--- src/rtl/bid_collector.sv ---
// bid_collector: gathers one bid per bidder per round and presents the packed bid vector
module bid_collector #(
  parameter int N = 2,
  parameter int W = 2,
  parameter int R = 8
) (
  input  logic                 clk,
  input  logic                 rst,
  input  logic                 bid_valid,
  output logic                 bid_ready,
  input  logic [N-1:0]         bid_id,
  input  logic [W-1:0]         bid_value,
  input  logic                 close,
  output logic [(2**N)*W-1:0]  bid,
  output logic [2**N-1:0]      bid_mask,
  output logic                 out_valid,
  input  logic                 out_ready,
  output logic                 dup_err,
  output logic [R-1:0]         round
);
  localparam int B = 2**N;
  typedef enum logic {COLLECT, PRESENT} state_t;
  state_t state, state_nxt;
  logic accept, dup;
  logic [B-1:0] mask_nxt;
  logic [B*W-1:0] bid_nxt;
  assign bid_ready = state == COLLECT;
  assign out_valid = state == PRESENT;
  // first bid per bidder wins; the round closes on a full mask or an early close
  always_comb begin
    accept = bid_valid & bid_ready;
    dup = accept & bid_mask[bid_id];
    mask_nxt = bid_mask;
    bid_nxt = bid;
    if (accept && !bid_mask[bid_id]) begin
      mask_nxt[bid_id] = 1'b1;
      bid_nxt[bid_id*W +: W] = bid_value;
    end
    state_nxt = state == COLLECT ? ((&mask_nxt || close) ? PRESENT : COLLECT)
                                 : (out_ready ? COLLECT : PRESENT);
  end
  // state, slots and round counter; the handshake out of PRESENT clears the slots for a fresh round
  always_ff @(posedge clk) begin
    if (!rst) begin
      state <= COLLECT;
      bid <= '0;
      bid_mask <= '0;
      dup_err <= 1'b0;
      round <= '0;
    end else begin
      state <= state_nxt;
      dup_err <= dup;
      if (state == PRESENT) begin
        if (out_ready) begin
          bid <= '0;
          bid_mask <= '0;
          round <= round + 1'b1;
        end
      end else begin
        bid <= bid_nxt;
        bid_mask <= mask_nxt;
      end
    end
  end
endmodule
--- config.mk ---
export PLATFORM = sky130hd
export DESIGN_NAME = bid_collector
export DESIGN_NICKNAME = d
export VERILOG_FILES = /design/src/rtl/bid_collector.sv
export SDC_FILE = /design/constraint.sdc
export NUM_CORES = 1
export LEC_CHECK = 0
export CORE_MARGIN = 2
export CORE_UTILIZATION = 47
export DETAILED_ROUTE_END_ITERATION = 8
export PLACE_DENSITY_LB_ADDON = 0.3
export SKIP_CTS_REPAIR_TIMING = 1
export SYNTH_ARGS = -nofsm -noshare
export SYNTH_HDL_FRONTEND = slang
export SYNTH_SLANG_ARGS = --single-unit
--- constraint.sdc ---
create_clock -name clk -period 2.3 [get_ports clk]
set_clock_uncertainty 0.2 [all_clocks]
set_input_delay 0.46 -clock clk [delete_from_list [all_inputs] [get_ports clk]]
set_output_delay 0.46 -clock clk [all_outputs]
set_load 0.1 [all_outputs]
==> summary.md <==
| Metric | Value |
|---|---|
| Crit-path max cell delay | `roughly 0.63 ns` |
| Hold endpoint | `round[1]` |
| Crit path max fanout | `9` |
| Distinct cells, synth | `32` |
| Slew Limit Headroom | `just under 70%` |
| Max Root-Sink Buffers | `2` |
| Worst r2r src | `out_valid` |
| Leak Pwr | `0.000760 uW` |
| Min Tclk post-route | `between 2 and 2.5 ns` |
| Die Y | `about 54 um` |
| Worst reg2reg endpoint | `bid[4]` |
| EDFF count, synth | `0` |
| Crit path buf inv count | `1` |
| Cells after Synth | `120` |
| Critical Path AT | `approximately 2.1 ns` |
| Synth warn | `0` |
| Fmax | `around 480 MHz` |
| Post-route DRC | `0` |
| Slew Limit Fails | `0` |
| Root Buffer | `clkbuf_4` |
| Pwr Density | `approximately 550 nW/um^2` |
| Fin cells | `approximately 200` |
| Vias/cell | `5.69` |
| Async set-reset flop share out of synthesis | `0%` |
| Area growth from synthesis to layout | `40.8%` |
| # placed instances | `roughly 190` |
| Port buffer count | `31` |
| Post-Syn Area per Cell | `~9.9 um^2` |
| Die area | `slightly below 3000 um^2` |
| Initial Utilization | `roughly 50%` |
| I/O pin cnt | `32` |
| Slowest-stage cell, CP | `clkdlybuf4s50_1` |
| HP Start | `round[1]` |
| # setup viols final | `0` |
| Fraction of layout cells with a size suffix above 1 | `32.5%` |
| Maxcap violations | `0` |
| Worst hold path stage count | `2` |
| Post-route cell area | `between 1500 and 2000 um^2` |
| Post-route ant nets | `0` |
| Placed cell areas | `roughly 1600 um^2` |
| Tot Pwr | `928 uW` |
| Post-DP HPWL | `2.28 mm` |
| Kind of critical path | `in2reg` |
| DRT iter0 DRCs | `19` |
| Worst-skew pair later-pin latency | `between 0.3 and 0.4 ns` |
| Largest net degree at the start of global routing | `18` |
| Critical Path Most Common Cell | `a32o_1` |
| Initial antenna violation count | `0` |
| Drt wl/cell | `about 16 um` |
| Core region area | `roughly 2400 um^2` |
| Worst hold-check path type | `reg2reg` |
| R2R Setup Slk | `about 0.39 ns` |
| Pre-Repair DR Iteration Count | `4` |
| Final period util | `between 90 and 100%` |
| TritonCTS Buffers | `3` |
| Status | `complete, no violations` |
| Final Hold Vio Count | `0` |
| CTS tree | `built` |
| Number of global-route vias before repair | `between 1,000 and 1,500` |
| Unrepaired setup endpoints after global routing | `false` |
| Worst VDD drop | `between 0.4 and 0.5 mV` |
| First-pass GRT wire length | `between 4 and 5 mm` |
| # fillers | `196` |
| Seq/Total Area, Yosys | `between 30% and 40%` |
| CP Data Required Time | `about 2.3 ns` |
| Synth Register Bits | `22` |
| Post-synth net total | `135` |
| Mapped cell area | `1190 um^2` |
| FF-to-FF path depth | `3` |
| Clock-pin slew on the worst setup and hold paths | `roughly 0.13 ns` |
| Routed WL | `between 3 and 4 mm` |
| Critical Path Start Type | `input pin` |
| CTS sink count | `22` |
| Total grt overflow | `0` |
| Die width | `54.4 um` |
| Slew @ Worst Pin | `0.488 ns` |
| Top Family by Delay on Critical Path | `compound AO/OA/AOI/OAI gates` |
| CP cell instances | `clkdlybuf4s50_1, nor3b_1, a32o_1, o22ai_1, a32o_1` |
| Rows | `18` |
| Via count | `1,115` |
| H-Tree Depth | `1` |
| Hold slack | `0.325 ns` |
| # diodes | `0` |
| Endpoint class of the critical path | `flip-flop` |
| Gr usage total | `between 20 and 25%` |
| Fin nets | `between 150 and 200` |
| Main synth FF type | `dfxtp_1` |
| Gpl congestion | `0.831` |
## how the worst max path moves through the flow
stage,start,endpoint,slack (ns),cells past startpoint
5_1_grt,bid_valid,out_valid,0.08,5
6_report,bid_valid,bid[4],0.20,5
3_5_place_dp,bid_id[1],out_valid,-0.28,7
3_3_place_gp,bid_id[1],out_valid,-0.20,7
4_1_cts,bid_id[1],out_valid,0.07,7
2_1_floorplan,bid_id[0],out_valid,0.19,7
## state kept, by name (all words and copies together) (netlist names)
| register | count |
|---|---|
| bid | 8 |
| bid_mask | 4 |
| dup_err | 1 |
| out_valid | 1 |
| round | 8 |
## layout by cell type, fill, tap and decap left out, drive strengths merged, types with 3 or more instances in the layout
| master | n |
|---|---|
| buf | 39 |
| dfxtp | 22 |
| and2 | 10 |
| nor2b | 8 |
| xnor2 | 7 |
| mux2i | 7 |
| nand2 | 6 |
| ha | 6 |
| clkdlybuf4s50 | 6 |
| nor2 | 5 |
| and4 | 5 |
| and3 | 4 |
| nand4 | 4 |
| inv | 3 |
| and4b | 3 |
| a221oi | 3 |
| a32o | 3 |
| clkbuf | 3 |
| nor4bb | 3 |
## per-layer routing
| metal | part of all wire, % | routed length, um | vias to the layer above | track usage (%) |
|---|---|---|---|---|
| met2 | 48 | 1460 | 31 | 37.8 |
| met3 | 5.5 | 167 | 5 | 3.83 |
| met5 | 0 | 0 | - | 0 |
| met4 | 1.3 | 39 | 0 | 7.92 |
| li1 | - | - | 544 | - |
| met1 | 46 | 1400 | 535 | 30.1 |
## cells by family after synthesis
family,share of synthesized area [%]
simple gates,29.1
compound gates,13.3
fa+ha+maj,6.30
buf+inv,2.73
mux,6.51
xor+xnor,5.14
flops,36.9
## cell type report
cell class	count	area (um^2)	area share, %
Clock buffer	3	22.5	1.34
Clock inverter	1	30.0	1.79
Inverter	3	11.3	0.671
Multi-Input combinational cell	90	728	43.4
Sequential cell	22	447	26.6
Tap cell	30	37.5	2.24
Timing Repair Buffer	47	403	24.0
## cell usage after synthesis (2+ instances only)
master | count | area [um^2]
o21a_1 | 2 | 15.0
nor2b_1 | 8 | 50.1
and3_1 | 4 | 25.0
inv_1 | 3 | 11.3
a221o_1 | 2 | 20.0
buf_2 | 2 | 10.0
and4b_1 | 3 | 30.0
nor2_1 | 5 | 18.8
nand4_1 | 4 | 25.0
a2111oi_0 | 2 | 17.5
dfxtp_1 | 22 | 440
ha_1 | 6 | 75.1
and2_1 | 10 | 62.6
nand3_1 | 2 | 10.0
nor4bb_1 | 2 | 20.0
mux2i_1 | 5 | 50.1
a21oi_1 | 2 | 10.0
clkbuf_1 | 2 | 7.51
a221oi_2 | 3 | 45.0
xnor2_1 | 7 | 61.3
mux2i_2 | 2 | 27.5
and4_1 | 5 | 43.8
nand2_1 | 6 | 22.5
a32o_1 | 3 | 30.0
## where the power goes
group / switching, uW / internal [uW]
Clock: 131 / 176
Sequential: 13.4 / 390
Combinational: 131 / 86.1
Total: 275 / 652
## tightest hold or removal path: cells and delay by family (launching register included)
kind / cells / cell delay (ns)
AOI/OAI and AO/OA: 1 / 0.07
and+or+nand+nor: 1 / 0.06
DFF: 1 / 0.36
## per-stage QoR
step	setup WS [ns]	utilization [%]	setup TNS [ns]
floorplan	0.191	-	0
global placement	-0.197	66.3	-1.36
detailed placement	-0.284	66.3	-1.79
CTS	0.0707	68.5	0
global route	0.0751	69.0	0
finish	0.200	69.0	0
No activity file was read; power rests on OpenSTA's default activity.
